<file path="config.mk">
export PLATFORM = sky130hd
export DESIGN_NAME = bist_pattern_driver
export DESIGN_NICKNAME = d
export VERILOG_FILES = /design/src/rtl/bist_pattern_driver.sv
export SDC_FILE = /design/constraint.sdc
export NUM_CORES = 1
export LEC_CHECK = 0
export CORE_ASPECT_RATIO = 0.7
export CORE_UTILIZATION = 44
export CTS_CLUSTER_DIAMETER = 100
export DETAILED_ROUTE_END_ITERATION = 8
export GPL_ROUTABILITY_DRIVEN = 0
export MAX_ROUTING_LAYER = met4
export PLACE_DENSITY = 0.85
export SETUP_SLACK_MARGIN = 0.15
export SLEW_MARGIN = 20
export SYNTH_ARGS = -nofsm -noshare
export SYNTH_HDL_FRONTEND = slang
export SYNTH_SLANG_ARGS = --single-unit
</file>
<file path="constraint.sdc">
create_clock -name clk -period 1.7 [get_ports clk]
set_clock_uncertainty 0.15 [all_clocks]
set_input_delay 0.255 -clock clk [delete_from_list [all_inputs] [get_ports clk]]
set_output_delay 0.255 -clock clk [all_outputs]
set_load 0.005 [all_outputs]
</file>
<file path="src/rtl/bist_pattern_driver.sv">
// Logic-BIST pattern driver: a 20-bit LFSR feeds a combinational CUT and a 24-bit MISR compacts its responses.
// Optional signature comparator on pass_o is enabled by defining BIST_SIG_COMPARE_EN.
module bist_pattern_driver #(
  parameter int unsigned NUM_PATTERNS = 256,
  parameter logic [19:0] LFSR_SEED    = 20'h00001,
  parameter logic [23:0] EXP_SIG      = 24'h000000
) (
  input  logic        clk,
  input  logic        rst_n,
  input  logic        start_i,
  input  logic        abort_i,
  output logic [19:0] pat_o,
  input  logic [23:0] resp_i,
  output logic        busy_o,
  output logic        done_o,
  output logic [23:0] sig_o,
  output logic        pass_o
);

  localparam int unsigned SIG_W    = $bits(EXP_SIG);
  // An all-zero LFSR would lock up, so a zero seed falls back to 1.
  localparam logic [19:0] SEED_EFF = (LFSR_SEED == 20'h00000) ? 20'h00001 : LFSR_SEED;
  localparam logic [15:0] TERM_CNT = 16'(NUM_PATTERNS - 1);

  typedef enum logic [1:0] {
    IDLE,
    RUN,
    DONE
  } state_e;

  state_e             r_state;
  state_e             w_state_next;
  logic [19:0]        r_lfsr;
  logic [SIG_W-1:0]   r_misr;
  logic [15:0]        r_cnt;
  logic               w_load;
  logic               w_last;
  logic               w_step;
  logic [19:0]        w_lfsr_next;
  logic [SIG_W-1:0]   w_misr_next;

  assign w_last      = (r_cnt == TERM_CNT);
  assign w_step      = (r_state == RUN) && !abort_i;
  assign w_lfsr_next = {r_lfsr[18:0], r_lfsr[19] ^ r_lfsr[16]};
  assign w_misr_next = {r_misr[22:0], r_misr[23] ^ r_misr[22] ^ r_misr[21] ^ r_misr[16]} ^ resp_i;

  // NOTE: every signal assigned in always_comb gets a default first, so no path leaves it unassigned (no latch).
  always_comb begin
    w_state_next = r_state;
    w_load       = 1'b0;
    unique case (r_state)
      IDLE, DONE: begin
        if (start_i) begin
          w_state_next = RUN;
          w_load       = 1'b1;
        end
      end
      RUN: begin
        if (w_last) w_state_next = DONE;
      end
      default: w_state_next = IDLE;
    endcase
    if (abort_i) begin
      w_state_next = IDLE;
      w_load       = 1'b0;
    end
  end

  // NOTE: sequential state uses non-blocking assignments so all registers update from pre-edge values.
  always_ff @(posedge clk or negedge rst_n) begin
    if (!rst_n) begin
      r_state <= IDLE;
      r_lfsr  <= SEED_EFF;
      r_misr  <= '0;
      r_cnt   <= '0;
    end else begin
      r_state <= w_state_next;
      if (w_load) begin
        r_lfsr <= SEED_EFF;
        r_misr <= '0;
        r_cnt  <= '0;
      end else if (w_step) begin
        r_lfsr <= w_lfsr_next;
        r_misr <= w_misr_next;
        // Counter parks at terminal count rather than wrapping.
        if (!w_last) r_cnt <= r_cnt + 16'd1;
      end
    end
  end

  assign busy_o = (r_state == RUN);
  assign done_o = (r_state == DONE);
  assign pat_o  = busy_o ? r_lfsr : 20'h00000;
  assign sig_o  = r_misr;

`ifdef BIST_SIG_COMPARE_EN
  logic r_pass;

  always_ff @(posedge clk or negedge rst_n) begin
    if (!rst_n) begin
      r_pass <= 1'b0;
    end else if (abort_i || w_load) begin
      r_pass <= 1'b0;
    end else if (r_state == RUN && w_last) begin
      r_pass <= (w_misr_next == EXP_SIG);
    end
  end

  assign pass_o = r_pass;
`else
  assign pass_o = 1'b0;
`endif

endmodule

</file>
==> results of run 1 <==
[cell type report]
cell class | instances | area [µm²] | share of cell area
sequential | 62 | 1550 | 0.313
timing repair buffer | 150 | 1480 | 0.299
tap | 78 | 97.6 | 0.0196
clock buffer | 12 | 155 | 0.0312
multi-input combinational | 205 | 1610 | 0.323
clock inverter | 4 | 70.1 | 0.0141
inverter | 1 | 3.75 | 0.000755
[synth_stat cells (all sizes together)]
master    n  area [µm²]
or3       2        12.5
xor2      1        8.76
ha        1        12.5
a21oi     9        45.0
inv       1        3.75
and2b     1        7.51
conb      1        3.75
buf       6        30.0
o21ai    27         135
a22o     19         166
nand2b    1        6.26
and3      5        31.3
clkbuf    9        33.8
nand4     3        18.8
nor3      1        5.00
o2111ai   3        26.3
mux2i     9        90.1
nor2      6        22.5
or4       4        30.0
and4      2        17.5
nor2b     1        6.26
o31ai     4        30.0
or2       3        18.8
and2     23         144
o211ai    1        7.51
xnor2    27         236
dfrtp    61        1530
nand2    41         154
or3b      1        8.76
nor4      1        6.26
nand3     5        25.0
o21a      1        7.51
dfstp     1        26.3
nor3b     2        20.0
[report_power, final]
group / internal [mW] / switching [mW] / leakage [nW] / total (mW)
combinational: 0.893 / 0.702 / 1.48 / 1.59
sequential: 1.68 / 0.150 / 0.834 / 1.83
clock: 0.901 / 0.575 / 0.116 / 1.48
[cell families after synthesis]
group,count (synthesis)
xor+xnor,28
compound gates,64
mux,9
buf+inv,16
simple gates,102
fa+ha+maj,1
flops,62
other cells,1
[worst max-delay path: stages, from the launching register on]
cell and delay (ns):
dfrtp_1 0.41, buf_4 0.17, nor3b_4 0.31, nand4_1 0.28, or4_4 0.51, a21oi_2 0.13
[how the worst max path moves through the flow]
stage / depth (start not counted) / end / start
global placement: 4 / r_cnt[6]$_DFFE_PN0P_ / abort_i
finish: 5 / r_cnt[14]$_DFFE_PN0P_ / r_state[1]$_DFFE_PN0P_
global route: 5 / r_cnt[14]$_DFFE_PN0P_ / r_state[1]$_DFFE_PN0P_
detailed placement: 5 / r_cnt[14]$_DFFE_PN0P_ / abort_i
CTS: 6 / pat_o[18] / r_state[1]$_DFFE_PN0P_
floorplan: 4 / r_cnt[6]$_DFFE_PN0P_ / r_state[1]$_DFFE_PN0P_
[cells in the final DEF (no fill, tap or decap), types with 3 or more instances in the layout]
cell	instances
or4_4	3
mux2i_1	9
xnor2_1	27
nand2_2	4
nand4_1	3
nor2_1	5
nand2_1	36
o21ai_0	4
a21oi_2	5
buf_4	47
buf_6	38
o21ai_2	17
a22o_1	19
and3_1	4
and2_1	4
or2_2	3
dlygate4sd2_1	24
buf_2	6
o21ai_1	4
o2111ai_2	3
a21oi_1	4
clkbuf_8	11
and2_4	18
buf_12	5
clkdlybuf4s50_1	26
dfrtp_1	60
[routing by layer]
| layer | vias to the layer above | part of all wire | track usage |
|---|---|---|---|
| met2 | 165 | 0.50 | 0.493 |
| met3 | 39 | 0.068 | 0.0801 |
| li1 | 1282 | - | - |
| met4 | 0 | 0.042 | 0.0980 |
| met5 | - | 0 | - |
| met1 | 1448 | 0.39 | 0.340 |
[registers in the layout, summed over array words and instances, names as in the netlist]
| name | count |
|---|---|
| sig_o | 24 |
| r_state | 2 |
| r_cnt | 16 |
| r_lfsr | 20 |
[what timing repair did]
| item | 4_1_cts | 5_1_grt |
|---|---|---|
| hold buffers | 1 | 0 |
| cloned | 6 | 0 |
| pin swaps | 22 | 7 |
| hold endpoints to repair | 61 | 0 |
| gates resized for setup | 211 | 39 |
| setup buffers | 43 | 8 |
| endpoints found under the setup margin | 107 | 84 |
==> results by group, run 1 <==
Placement
  – Placed Cells: 438
  – Worst slack at placement: -0.361 ns
  – Area after DPL: 3890 µm²
  – PortBufs: 73
  – DPL Wire Length: 4800 µm

Timing
  – Final Hold Viols: 0
  – RSZ-0062 raised after global routing: yes
  – Final worst-path cycle share: 1.19
  – Fin crit period: 2.03 ns
  – Final max-slew violation count: 0
  – Final setup viols: 82
  – Fin Setup TNS: -11.42 ns
  – Final hold slack: ~0.28 ns
  – Worst setup margin: -0.327 ns
  – FMAX: 0.493 GHz

Critical path
  – CP required: roughly 1.8 ns
  – CP endpoint kind: flop
  – Setup CP Type: flop to flop
  – Reg2Reg Depth: 5
  – Worst r2r src: r_state[1]$_DFFE_PN0P_
  – Crit path DAT: around 2.2 ns
  – CP max FO: 4
  – FF-to-FF End: r_cnt[14]$_DFFE_PN0P_
  – Startpoint Class: flop
  – R2R setup slack: -0.33 ns

Clocking
  – Root Buffer: clkbuf_8
  – H-tree levels: 3
  – Clock buffer depth: 2
  – TritonCTS sink count: 62
  – Number of CTS-inserted buffers: 9
  – Clock slew at reported path FFs: 0.07 ns
  – CTS tree: built
  – Skew-Pair Late Insertion Delay: between 0.3 and 0.4 ns

Status
  – Failing checks: setup timing
  – Status: complete, but fails checks

GRT
  – Total gr overflow: 0
  – Largest net degree at the start of global routing: 63
  – Total track usage: 0.293
  – Vias in the first global route: 2918
  – Antenna violations before repair: 0
  – First-pass GRT wire length: 14900 µm

Yosys
  – Synth Area in Simple Gates: 0.183
  – Adder-cell share of the synthesized area: 0.00428
  – Post-Synth XOR/XNOR Area: 0.0839
  – Mux cell area share after synthesis: 0.0308
  – Register area share after synthesis: 0.531
  – Yosys warns: 0
  – #FFs+latches synth: between 60 and 70
  – Yosys cell types: 38
  – Cells after synthesis: between 200 and 300
  – Average size of a mapped cell: 10.3 µm²
  – Post-Syn Area: 2920 µm²
  – Main combinational cell family by area after synthesis: simple AND/OR/NAND/NOR gates
  – Compound-gate portion of the synthesized area: 0.143
  – Post-Syn Nets: 312

Layout
  – Layout Cells excl Fill: 512
  – Share of cells above drive strength 1: 0.438
  – Final Instance Area: ~5000 µm²
  – Area delta synth->final: 70.0%
  – N_diodes: 0
  – Fill cell count: 364
  – Fin nets: between 400 and 500
  – Final core utilization: 0.788

Job
  – Max Cap Viol: 0

Drt
  – Post-DRT Antenna Nets: 0
  – WL/cell: around 20 µm
  – Vias per cell: 5.73
  – Vias: 2934
  – # DRC: 0
  – WL final: 10300 µm
  – DR pass1 iterations: 5
  – DRT iter0 DRCs: 219

Floorplanning
  – Core area: 6310 µm²
  – Initial core utilization: 0.464
  – # IOs: 75
  – Die Y-Extent: 70.2 µm
  – Die W: 99.4 µm
  – Die Area: 6980 µm²
  – Cell row count: 24

Min path
  – Worst hold path type: input port to async pin

Power and ir drop
  – PwrDens: 986 nW/µm²
  – Peak supply drop: 0.540 mV
  – Total power: 4.90 mW
  – Lkg Pwr: around 2.4 nW
Note: power is estimated with default switching activity, not from simulation.
==> inputs of run 2 (changes only) <==
--- a/config.mk
+++ b/config.mk
@@ -10,6 +10,7 @@
 export CTS_CLUSTER_DIAMETER = 100
 export DETAILED_ROUTE_END_ITERATION = 8
 export GPL_ROUTABILITY_DRIVEN = 0
+export GPL_TIMING_DRIVEN = 0
 export MAX_ROUTING_LAYER = met4
 export PLACE_DENSITY = 0.85
 export SETUP_SLACK_MARGIN = 0.15
==> results by group, run 2 (synthesized netlist as in run 1, its figures left out) <==
Power and ir drop
  – Comb power frac: 0.323 (-0.002)
  – Peak supply drop: 0.592 mV (+9.6%)
  – Switching share of power: 0.306 (+0.0147)
  – Total power: 4.63 mW (-5.6%)
  – P_sw: 1.42 mW (-0.80%)
  – P_int: 3.21 mW (-7.5%)
  – PwrDens: 960 nW/µm² (-2.6%)
  – Lkg Pwr: 2.31 nW (-4.7%)
  – Clock power share: 0.283 (-0.018)
  – Flop pwr share: 0.394 (+0.021)

Timing
  – Final Hold Viols: 0 (unchanged)
  – RSZ-0062 raised after global routing: yes
  – Final setup viols: 79 (-3.7%)
  – Final hold slack: 0.176 ns (-0.101 ns)
  – Fin crit period: 1.97 ns (-0.0597 ns)
  – Fin Setup TNS: -9.73 ns (+1.69 ns)
  – Worst setup margin: -0.268 ns (+0.0597 ns)
  – FMAX: 0.508 GHz (+3.0%)
  – Final worst-path cycle share: 1.16 (-0.0351)
  – Final max-slew violation count: 0 (unchanged)

Drt
  – Vias: 2717 (-7.4%)
  – Post-DRT Antenna Nets: 0 (unchanged)
  – WL final: 8510 µm (-17%)
  – # DRC: 0 (unchanged)
  – DR pass1 iterations: 4 (-1)
  – DRT iter0 DRCs: 96 (-56%)
  – Vias per cell: 5.35 (-6.7%)
  – WL/cell: 16.8 µm (-16%)

Critical path
  – R2R setup slack: -0.27 ns (+0.06 ns)
  – CP max FO: 3 (-1)
  – Reg2Reg Depth: 5 (unchanged)
  – Crit path DAT: 2.09 ns (-0.07 ns)
  – FF-to-FF End: r_cnt[6]$_DFFE_PN0P_
  – Critical path's largest stage delay: 0.51 ns (about the same)
  – Startpoint Class: flop
  – Worst path slowest cell: or4_4
  – Buf/Inv on CP: 2 (+1)
  – Worst r2r src: r_state[1]$_DFFE_PN0P_
  – Delay-heaviest family, CP: simple AND/OR/NAND/NOR gates
  – CP endpoint kind: flop
  – CP required: 1.82 ns (about the same)
  – Setup CP Type: flop to flop
  – Critical path cell sequence: buf_4 > or3b_4 > buf_6 > or4_4 > a21oi_2

GRT
  – Vias in the first global route: 2620 (-10%)
  – First-pass GRT wire length: 12600 µm (-15%)
  – Largest net degree at the start of global routing: 45 (-29%)
  – Total track usage: 0.243 (-0.0502)
  – Total gr overflow: 0 (unchanged)
  – Antenna violations before repair: 0 (unchanged)

Clocking
  – CTS tree: built
  – Clock slew at reported path FFs: 0.08 ns (about the same)
  – Clock buffer depth: 2 (unchanged)
  – Skew-Pair Late Insertion Delay: 0.35 ns (about the same)
  – H-tree levels: 3 (unchanged)
  – Number of CTS-inserted buffers: 9 (unchanged)
  – TritonCTS sink count: 62 (unchanged)
  – Root Buffer: clkbuf_8

Placement
  – Worst slack at placement: -0.534 ns (-0.173 ns)
  – DPL Wire Length: 4790 µm (-0.23%)
  – PortBufs: 73 (unchanged)

Layout
  – Fin nets: 454 (-0.87%)
  – Most common cell after layout, fill and taps aside: dfrtp_1
  – Commonest non-fill, non-tap cells in the layout: dfrtp_1 (59), buf_4 (41), nand2_1 (39), buf_6 (32), xnor2_1 (27)
  – Area delta synth->final: 64.8%
  – Share of cells above drive strength 1: 0.409 (-0.0285)
  – N_diodes: 0 (unchanged)
  – Max FFs per register: 24 (unchanged)

Job
  – Max Cap Viol: 0 (unchanged)

Floorplanning
  – Initial core utilization: 0.464 (unchanged)
  – Core area: 6310 µm² (unchanged)
  – Die Area: 6980 µm² (unchanged)
  – Cell row count: 24 (unchanged)
  – Die Y-Extent: 70.2 µm (unchanged)
  – # IOs: 75 (unchanged)
  – Die W: 99.4 µm (unchanged)

Status
  – Status: complete, but fails checks
  – Failing checks: setup timing

Min path
  – Worst hold path type: input port to async pin
## run 2: repair_timing
item	4_1_cts	5_1_grt
gates resized for setup	171	103
hold buffers	1	0
pin swaps	13	11
setup buffers	35	14
gates cloned	2	5
endpoints found under the setup margin	107	84
endpoints found under the hold margin	61	0
## run 2: final cells by class
type,instances,area (µm²)
repair buffers,130,1210
clock inverters,7,72.6
clock buffers,9,124
flip-flops and latches,62,1560
well taps,78,97.6
fillers,413,1490
plain buffers,15,190
inverters,1,3.75
multi-input cells,206,1560
## run 2: metal layers
layer	GRT usage	wire length (µm)
met1	0.290	3600
met2	0.414	4450
met3	0.0671	324
met4	0.0490	134
met5	-	0
## run 2: power groups by stage
stage          Clock [mW]  Sequential (mW)  Combinational [mW]
2_1_floorplan           0             1.89               0.445
3_3_place_gp            0             1.90               0.949
3_5_place_dp            0             1.91               0.984
4_1_cts              1.32             1.81                1.27
5_1_grt              1.39             1.85                1.62
6_report             1.31             1.82                1.49
## run 2: per-stage QoR
step | instance area [µm²] | instances | util
CTS | 4390 | 489 | 0.696
global route | 4820 | 508 | 0.764
floorplan | 2970 | 283 | -
global placement | 3800 | 434 | 0.603
finish | 4820 | 508 | 0.764
detailed placement | 3820 | 435 | 0.607
## run 2: worst max path at each step
stage                                start                    end  slack (ns)  depth (start not counted)
finish              r_state[1]$_DFFE_PN0P_   r_cnt[6]$_DFFE_PN0P_       -0.27                          5
global route        r_state[1]$_DFFE_PN0P_              pat_o[10]       -0.31                          6
CTS                 r_state[1]$_DFFE_PN0P_               pat_o[7]       -0.26                          6
detailed placement                 abort_i  sig_o[23]$_DFFE_PN0P_       -0.53                          6
global placement                     rst_n  sig_o[19]$_DFFE_PN0P_       -1.76                          1
floorplan           r_state[1]$_DFFE_PN0P_   r_cnt[6]$_DFFE_PN0P_      -0.008                          4
==> inputs of run 3 (changes only) <==
--- a/config.mk
+++ b/config.mk
@@ -8,13 +8,14 @@
 export CORE_ASPECT_RATIO = 0.7
 export CORE_UTILIZATION = 44
 export CTS_CLUSTER_DIAMETER = 100
+export CTS_CLUSTER_SIZE = 40
 export DETAILED_ROUTE_END_ITERATION = 8
 export GPL_ROUTABILITY_DRIVEN = 0
 export GPL_TIMING_DRIVEN = 0
 export MAX_ROUTING_LAYER = met4
 export PLACE_DENSITY = 0.85
 export SETUP_SLACK_MARGIN = 0.15
-export SLEW_MARGIN = 20
+export SLEW_MARGIN = 0
 export SYNTH_ARGS = -nofsm -noshare
 export SYNTH_HDL_FRONTEND = slang
 export SYNTH_SLANG_ARGS = --single-unit
==> results by group, run 3 (synthesized netlist as in run 1, its figures left out) <==
Status
  – Status: complete, but fails checks
  – Failing checks: setup timing

GRT
  – Total track usage: 0.241 (-0.00169)
  – Antenna violations before repair: 0 (unchanged)
  – Vias in the first global route: 2632 (+0.46%)
  – Largest net degree at the start of global routing: 33 (-27%)
  – Total gr overflow: 0 (unchanged)
  – First-pass GRT wire length: 12600 µm (-0.50%)

Clocking
  – CTS tree: built
  – Root Buffer: clkbuf_8
  – Clock buffer depth: 2 (unchanged)
  – Skew-Pair Late Insertion Delay: 0.36 ns (about the same)
  – Clock slew at reported path FFs: 0.08 ns (about the same)
  – TritonCTS sink count: 62 (unchanged)
  – Number of CTS-inserted buffers: 9 (unchanged)
  – H-tree levels: 3 (unchanged)

Drt
  – DR pass1 iterations: 4 (unchanged)
  – DRT iter0 DRCs: 82 (-15%)
  – WL/cell: 17.5 µm (+4.3%)
  – Post-DRT Antenna Nets: 0 (unchanged)
  – Vias: 2791 (+2.7%)
  – Vias per cell: 5.44 (+1.7%)
  – # DRC: 0 (unchanged)
  – WL final: 8960 µm (+5.3%)

Layout
  – Fin nets: 459 (+1.1%)
  – Commonest non-fill, non-tap cells in the layout: dfrtp_1 (59), buf_6 (41), nand2_1 (40), buf_4 (39), xnor2_1 (27)
  – Layout Cells excl Fill: 513 (+0.98%)
  – Area delta synth->final: 66.7%
  – Most common cell after layout, fill and taps aside: dfrtp_1
  – Share of cells above drive strength 1: 0.423 (+0.0137)
  – N_diodes: 0 (unchanged)
  – Max FFs per register: 24 (unchanged)

Floorplanning
  – Core area: 6310 µm² (unchanged)
  – # IOs: 75 (unchanged)
  – Cell row count: 24 (unchanged)
  – Die Area: 6980 µm² (unchanged)
  – Initial core utilization: 0.464 (unchanged)
  – Die W: 99.4 µm (unchanged)
  – Die Y-Extent: 70.2 µm (unchanged)

Timing
  – Worst Max-Slew Pin Slew: 0.736 ns
  – Final Hold Viols: 0 (unchanged)
  – Final worst-path cycle share: 1.16 (+0.00474)
  – Final max-slew violation count: 0 (unchanged)
  – RSZ-0062 raised after global routing: yes
  – Worst setup margin: -0.276 ns (-0.00806 ns)
  – FMAX: 0.506 GHz (-0.41%)
  – Fin crit period: 1.98 ns (+0.00806 ns)
  – Final setup viols: 78 (-1.3%)
  – Slew headroom: 0.510

Critical path
  – R2R setup slack: -0.24 ns (+0.03 ns)
  – Startpoint Class: flop
  – CP Launch Point: r_state[0]$_DFFE_PN0P_
  – Reg2Reg Depth: 5 (unchanged)
  – FF-to-FF End: r_cnt[13]$_DFFE_PN0P_
  – CP max FO: 5 (+2)
  – Worst r2r src: r_state[1]$_DFFE_PN0P_
  – Worst setup endpoint: pat_o[2]
  – CP required: 1.29 ns (-0.53 ns)
  – CP endpoint kind: output pin
  – Setup CP Type: flop to output pin
  – Crit path DAT: 1.57 ns (-0.52 ns)

Power and ir drop
  – PwrDens: 965 nW/µm² (+0.48%)
  – Lkg Pwr: 2.35 nW (+1.4%)
  – Total power: 4.70 mW (+1.6%)
  – Peak supply drop: 0.534 mV (-9.7%)

Job
  – Max Cap Viol: 0 (unchanged)

Placement
  – DPL Wire Length: 4820 µm (+0.48%)
  – PortBufs: 73 (unchanged)
  – Placed Cells: 435 (unchanged)
  – Worst slack at placement: -0.561 ns (-0.0273 ns)

Min path
  – Worst hold path type: input port to async pin
[run 3: critical path: stages (launching register included)]
cell and delay (ns):
dfrtp_1 0.39, nor2b_4 0.25, clkbuf_8 0.17, buf_6 0.09, buf_6 0.09, and2_4 0.14, buf_6 0.09
[run 3: worst min path at each step]
| stage | startpoint | endpoint | slack [ns] | depth (start not counted) |
|---|---|---|---|---|
| CTS | r_cnt[4]$_DFFE_PN0P_ | r_cnt[4]$_DFFE_PN0P_ | 0.33 | 1 |
| global route | r_cnt[0]$_DFFE_PN0P_ | r_cnt[0]$_DFFE_PN0P_ | 0.38 | 1 |
| detailed placement | rst_n | r_lfsr[5]$_DFFE_PN0P_ | 0.20 | 1 |
| floorplan | rst_n | r_cnt[0]$_DFFE_PN0P_ | -0.19 | 0 |
| global placement | r_cnt[4]$_DFFE_PN0P_ | r_cnt[4]$_DFFE_PN0P_ | 0.31 | 1 |
| finish | rst_n | r_lfsr[14]$_DFFE_PN0P_ | 0.35 | 2 |
[run 3: cell type report]
class | instances | area [µm²]
Fill cell | 397 | 1430
Inverter | 1 | 3.75
Tap cell | 78 | 97.6
Timing Repair Buffer | 135 | 1250
Clock buffer | 9 | 124
Buffer | 15 | 191
Clock inverter | 7 | 72.6
Sequential cell | 62 | 1560
Multi-Input combinational cell | 206 | 1580
[run 3: stage by stage]
stage	hold slack (ns)	TNS, ns	utilization	instance area (µm²)
2_1_floorplan	-0.191	-0.00809	-	2970
3_3_place_gp	0.309	-136.91	0.603	3800
3_5_place_dp	0.196	-34.47	0.605	3810
4_1_cts	0.333	-7.32	0.708	4460
5_1_grt	0.380	-12.27	0.773	4870
6_report	0.351	-8.11	0.773	4870
[run 3: routing by layer]
layer | wire (µm) | track usage
met1 | 3930 | 0.291
met2 | 4480 | 0.397
met3 | 377 | 0.0701
met4 | 182 | 0.0637
met5 | 0 | -
[run 3: report_power, final]
part           switching [mW]  internal [mW]  total [mW]  leakage [nW]
Combinational           0.679          0.887        1.57          1.42
Clock                   0.647          0.678        1.32        0.0956
Sequential              0.134           1.68        1.81         0.832
[run 3: what timing repair did]
action,4_1_cts,5_1_grt
gates cloned,2,8
resized for setup,193,91
pin swaps,12,12
setup buffers,39,12
hold endpoints to repair,30,0
hold buffers,1,0
endpoints found under the setup margin,107,84
